### config.mk
export PLATFORM = sky130hd
export DESIGN_NAME = mul_lane
export DESIGN_NICKNAME = d
export VERILOG_FILES = /design/src/rtl/mul_lane.sv
export SDC_FILE = /design/constraint.sdc
export NUM_CORES = 1
export LEC_CHECK = 0
export BUFFER_PORTS_ARGS = -buffer_cell sky130_fd_sc_hd__buf_4
export CAP_MARGIN = 20
export CORE_UTILIZATION = 50
export CTS_BUF_LIST = sky130_fd_sc_hd__clkbuf_8
export DETAILED_ROUTE_END_ITERATION = 10
export PLACE_DENSITY = 0.7
export RECOVER_POWER = 50
export SLEW_MARGIN = 10
export SYNTH_ARGS = -nofsm -noshare
export SYNTH_HDL_FRONTEND = slang
export SYNTH_SLANG_ARGS = --single-unit
### constraint.sdc
create_clock -name clk -period 5.15 [get_ports clk]
set_clock_uncertainty 0.2 [all_clocks]
set_input_delay 0.2575 -clock clk [delete_from_list [all_inputs] [get_ports clk]]
set_output_delay 0.2575 -clock clk [all_outputs]
set_load 0.01 [all_outputs]
### src/rtl/mul_lane.sv
// Multi-lane FP / sign-magnitude integer multiplier front end: decode stage, then product stage, valid/ready handshake.
// Define MUL_LANE_SAT_EN to remove BIAS from the exponent sum and saturate it, with overflow/underflow flags.
module mul_lane #(
  parameter int EXP_W = 4,
  parameter int MAN_W = 11,
  parameter int INT_W = 8,
  parameter int LANES = 2,
  parameter int BIAS  = 7,
  localparam int OP_W = 1 + EXP_W + MAN_W,
  localparam int PW   = 2 * (MAN_W + 1)
) (
  input  logic                         clk,
  input  logic                         rst_n,
  input  logic                         flush,
  input  logic                         in_valid,
  output logic                         in_ready,
  input  logic                         in_fp,
  input  logic [LANES*OP_W-1:0]        in_op1,
  input  logic [LANES*OP_W-1:0]        in_op2,
  output logic                         out_valid,
  input  logic                         out_ready,
  output logic                         out_fp,
  output logic [LANES*PW-1:0]          out_man,
  output logic [LANES*(EXP_W+1)-1:0]   out_exp,
  output logic [LANES-1:0]             out_sgn,
  output logic [LANES-1:0]             out_zero,
  output logic [LANES-1:0]             out_ovf,
  output logic [LANES-1:0]             out_unf
);

  localparam int SIG_W = MAN_W + 1;
  localparam int EW    = EXP_W + 1;

  function automatic logic dec_sgn(input logic [OP_W-1:0] op, input logic fp);
    return fp ? op[OP_W-1] : op[INT_W-1];
  endfunction

  function automatic logic [EXP_W-1:0] dec_exp(input logic [OP_W-1:0] op, input logic fp);
    return fp ? op[OP_W-2:MAN_W] : '0;
  endfunction

  // Integer magnitudes are left-aligned so both modes share one significand multiplier.
  function automatic logic [SIG_W-1:0] dec_sig(input logic [OP_W-1:0] op, input logic fp);
    logic [SIG_W-1:0] s;
    s = '0;
    if (fp) s = {|op[OP_W-2:0], op[MAN_W-1:0]};
    else    s[SIG_W-1 -: INT_W-1] = op[INT_W-2:0];
    return s;
  endfunction

  logic                         s1_valid, s1_fp;
  logic [LANES-1:0]             s1_sgn, s1_zero;
  logic [LANES-1:0][EW-1:0]     s1_exp;
  logic [LANES-1:0][SIG_W-1:0]  s1_sig1, s1_sig2;

  logic [LANES-1:0]             d_sgn, d_zero;
  logic [LANES-1:0][EW-1:0]     d_exp;
  logic [LANES-1:0][SIG_W-1:0]  d_sig1, d_sig2;

  logic [LANES*PW-1:0]          n_man;
  logic [LANES*EW-1:0]          n_exp;
  logic [LANES-1:0]             n_ovf, n_unf;

  logic ld1, ld2;

  assign ld2      = !out_valid || out_ready;
  assign ld1      = !s1_valid || ld2;
  assign in_ready = ld1 && !flush;

  always_comb begin
    d_sgn  = '0;
    d_zero = '0;
    d_exp  = '0;
    d_sig1 = '0;
    d_sig2 = '0;
    for (int i = 0; i < LANES; i++) begin
      d_sgn[i]  = dec_sgn(in_op1[i*OP_W +: OP_W], in_fp) ^ dec_sgn(in_op2[i*OP_W +: OP_W], in_fp);
      d_exp[i]  = {1'b0, dec_exp(in_op1[i*OP_W +: OP_W], in_fp)}
                + {1'b0, dec_exp(in_op2[i*OP_W +: OP_W], in_fp)};
      d_sig1[i] = dec_sig(in_op1[i*OP_W +: OP_W], in_fp);
      d_sig2[i] = dec_sig(in_op2[i*OP_W +: OP_W], in_fp);
      d_zero[i] = (d_sig1[i] == '0) || (d_sig2[i] == '0);
    end
  end

  always_ff @(posedge clk or negedge rst_n) begin
    if (!rst_n) begin
      s1_valid <= 1'b0;
      s1_fp    <= 1'b0;
      s1_sgn   <= '0;
      s1_zero  <= '0;
      s1_exp   <= '0;
      s1_sig1  <= '0;
      s1_sig2  <= '0;
    end else if (flush) begin
      s1_valid <= 1'b0;
    end else if (ld1) begin
      s1_valid <= in_valid;
      if (in_valid) begin
        s1_fp   <= in_fp;
        s1_sgn  <= d_sgn;
        s1_zero <= d_zero;
        s1_exp  <= d_exp;
        s1_sig1 <= d_sig1;
        s1_sig2 <= d_sig2;
      end
    end
  end

`ifdef MUL_LANE_SAT_EN
  localparam logic signed [EXP_W+2:0] BIAS_V = (EXP_W+3)'(BIAS);
  logic signed [EXP_W+2:0] t;
`endif

  always_comb begin
    n_man = '0;
    n_exp = '0;
    n_ovf = '0;
    n_unf = '0;
`ifdef MUL_LANE_SAT_EN
    t = '0;
`endif
    for (int i = 0; i < LANES; i++) begin
      n_man[i*PW +: PW] = {{SIG_W{1'b0}}, s1_sig1[i]} * {{SIG_W{1'b0}}, s1_sig2[i]};
`ifdef MUL_LANE_SAT_EN
      t = $signed({2'b00, s1_exp[i]}) - BIAS_V;
      if (!s1_zero[i]) begin
        if (t[EXP_W+2]) begin
          n_unf[i] = s1_fp;
        end else if (t[EXP_W+1:EXP_W] != 2'b00) begin
          n_exp[i*EW +: EW] = {1'b0, {EXP_W{1'b1}}};
          n_ovf[i]          = s1_fp;
        end else begin
          n_exp[i*EW +: EW] = t[EW-1:0];
        end
      end
`else
      if (!s1_zero[i]) n_exp[i*EW +: EW] = s1_exp[i];
`endif
    end
  end

  // Output data only changes when a real beat moves in, so stalls and bubbles keep it bit-stable.
  always_ff @(posedge clk or negedge rst_n) begin
    if (!rst_n) begin
      out_valid <= 1'b0;
      out_fp    <= 1'b0;
      out_man   <= '0;
      out_exp   <= '0;
      out_sgn   <= '0;
      out_zero  <= '0;
      out_ovf   <= '0;
      out_unf   <= '0;
    end else if (flush) begin
      out_valid <= 1'b0;
    end else if (ld2) begin
      out_valid <= s1_valid;
      if (s1_valid) begin
        out_fp   <= s1_fp;
        out_man  <= n_man;
        out_exp  <= n_exp;
        out_sgn  <= s1_sgn;
        out_zero <= s1_zero;
        out_ovf  <= n_ovf;
        out_unf  <= n_unf;
      end
    end
  end

endmodule

==> reports/qor.csv <==
stage;metric;value;unit
critical_path;cp-startpoint;s1_sig1[3];
grt;grtUsageMet1;37.3;%
critical_path;reg2regPathDepth;16;
synthesis;synth_common_cells;nand2_1 (380), inv_1 (264), fa_1 (202);
drt;vias;12200;
placed_design;portBuffers;134;
sta;period_minus_slack;5.04;ns
critical_path;cp-start-kind;flop;
synthesis;synth.distinct_cells;66;
drt;avgViaCountPerCell;5.22;
grt;use_met3;5.78;%
grt;antenna_found_initial;0;
synthesis;synth_ff_type;dfrtp_1;
status;status;finished with violations;
drt;first_pass_iters;6;
critical_path;crit_slowest_cell;fa_1;
critical_path;cpMostUsedCell;fa_1;
critical_path;cp_data_arrival_time;5.17;ns
cells_and_area;nNetsFinal;2344;
synthesis;synth_seq_cells;128;
critical_path;path_class;reg2reg;
floorplan;fp.dieH;177;µm
synthesis;ys_seq_area_share;21.0;%
cells_and_area;final_layout_size_suffix_gt1_share;15.6;%
critical_path;path_cells;buf_6, and2_4, fa_1, fa_1, fa_1, fa_1, inv_1, fa_1, inv_2, ha_4, nand4_4, a211oi_4, o31ai_4, a211oi_2, o31a_1, o31ai_2;
drt;ant_nets;0;
sta;hold_violations;0;
clock_network;h-tree-depth;4;
synthesis;synth.area.top_cells;fa_1 (27%), dfrtp_1 (21%), ha_1 (11%);
status;failed_checks;max-capacitance violations, max-slew violations;
sta;drv_slew;79;
power;p_leak;0.00928;µW
critical_path;crit_fanout;6;
synthesis;synth-edff-count;0;
synthesis;yosysTopAreaCell;fa_1;
grt;busiest_layer;met2;
clock_network;clk_pin_slew_worst_paths;0.08;ns
sta;setup_viol;0;
placed_design;dp.cells;2243;
clock_network;cts_tree;built;
drt;wire_per_inst;16.4;µm
drt;drc_errors;0;
grt;grt.total_usage;25.3;%
cells_and_area;n_fill_cell;2635;
synthesis;async_flop_share;100;%
floorplan;die_width;177;µm
cells_and_area;antennaDiodeCount;0;
sta;tightest_slew;3.70;ns
clock_network;cts_buffers;17;
cells_and_area;final_cells;2342;
floorplan;io_pins;139;
power;p_per_area;406;nW/µm²
grt;use_met2;37.6;%
critical_path;endpoint;out_man[20];
sta;fin_crit_sh;97.9;%
clock_network;cts-root-buf;clkbuf_8;
synthesis;synthCells;1745;
synthesis;avgSynthCellArea;8.74;µm²
clock_network;clk_latency;0.48;ns
critical_path;worstReg2RegStart;s1_sig1[3];
floorplan;core-area;29800;µm²
critical_path;worstPathRequired;5.28;ns
grt;grt_max_degree;124;
power;peakVddDrop;264;µV
synthesis;yosysTopAreaCellShare;26.5;%
floorplan;start_util;51.2;%
synthesis;yosys_warnings;0;
grt;grt_pass1_vias;12400;
clock_network;clockBufferDepth;2;
synthesis;synth.most_common_cell;nand2_1;
sta;max_freq;198;MHz
sta;slew-limit-headroom;-146;%
clock_network;cts_num_sinks;128;
floorplan;rows;63;
critical_path;r2r-end;out_man[20];
grt;grt_overflow;0;
placed_design;place_hpwl;29800;µm
worst_hold_path;hp-class;in2reg;
critical_path;end_kind;flop;
synthesis;syn_area;15200;µm²
placed_design;place_congestion;0.864;
critical_path;critPathMaxStageDelay;0.55;ns
sta;rsz0062_at_grt;true;
cells_and_area;syn_to_final_growth;18.9;%
job;drv_cap;1;
drt;drt_iter0_markers;535;
grt;grt_first_pass_wirelength;62600;µm
drt;wl;38400;µm
sta;hold-worst-slack;0.0481;ns
critical_path;rrSetupSlack;0.11;ns
floorplan;die_area;31200;µm²
worst max-delay path, delay by kind of cell (launching register included):
family | cells | cell delay [ns]
buffers and inverters | 3 | 0.24
adder cells (fa/ha/maj) | 6 | 2.81
AO/OA/AOI/OAI | 5 | 0.97
flip-flops | 1 | 0.43
AND/OR/NAND/NOR | 2 | 0.27
cell usage in the layout, fill, tap and decap left out, drive strengths merged, types with 53 or more instances in the layout:
cell and n:
inv 268, a21oi 53, o21ai 99, nand2 381
buf 203, dlygate4sd3 57, and2 128, fa 202
ha 132, dfrtp 128
worst min-delay path by stage:
stage | cells after the start | to | start
floorplan | 0 | out_exp[0] | rst_n
global placement | 1 | out_man[31] | rst_n
detailed placement | 1 | out_man[31] | rst_n
CTS | 5 | s1_sig2[11] | in_op2[11]
global route | 5 | s1_sig2[11] | in_op2[11]
finish | 5 | s1_sig2[11] | in_op2[11]
registers in the layout, summed over array words and instances, names as in the netlist, 2 cells and up:
name      cells
out_sgn       2
s1_sig1      24
s1_sig2      24
s1_zero       2
s1_exp       10
s1_sgn        2
out_exp      10
out_man      48
out_zero      2
per-layer routing:
metal	wire length, µm	up-vias
li1	-	5871
met1	18700	5946
met2	16700	359
met3	2470	43
met4	544	0
met5	0	-
where the power goes:
| group | internal, µW | switching (µW) |
|---|---|---|
| sequential | 1240 | 217 |
| combinational | 2210 | 2770 |
| clock | 470 | 457 |
| total | 3920 | 3450 |
cell families (layout without fill, tap and decap cells):
family	count (synthesis)	in the layout	share of synthesized area (%)
AO/OA/AOI/OAI	239	239	9.91
XOR/XNOR	26	26	1.49
adder cells (fa/ha/maj)	334	334	37.4
buffers and inverters	361	565	9.30
flip-flops	128	128	21.0
multiplexers	25	25	1.67
other	1	4	0.0246
AND/OR/NAND/NOR	631	631	19.2
cell type report:
cell class                      instances  area, µm²  area share, %
Timing Repair Buffer                  269       2180           12.0
Clock inverter                         11        131          0.724
Sequential cell                       128       3230           17.8
Clock buffer                           20        275           1.52
Multi-Input combinational cell       1259      10800           59.8
Inverter                              265        995           5.48
Tap cell                              390        488           2.69
per-stage QoR:
stage	TNS [ns]	util [%]	area [µm²]	setup WS (ns)	total power (µW)
final	0	60.9	18100	0.107	7370
after global routing	-0.0861	60.9	18100	-0.0774	8060
after CTS	0	59.9	17900	0.00483	7090
after detailed placement	-0.0347	56.6	16900	-0.0347	6070
after global placement	0	56.6	16900	0.0821	5990
after floorplan	0	-	15300	0.0916	4610
what timing repair did:
action / in CTS / in global routing
hold buffers: 57 / 0
buffers inserted: 0 / 10
setup endpoints to repair: 4 / 20
hold endpoints to repair: 131 / 0
resized for setup: 5 / 53
pin swaps: 0 / 14
gates cloned: 0 / 0
Power figures use the tool's default switching activity.
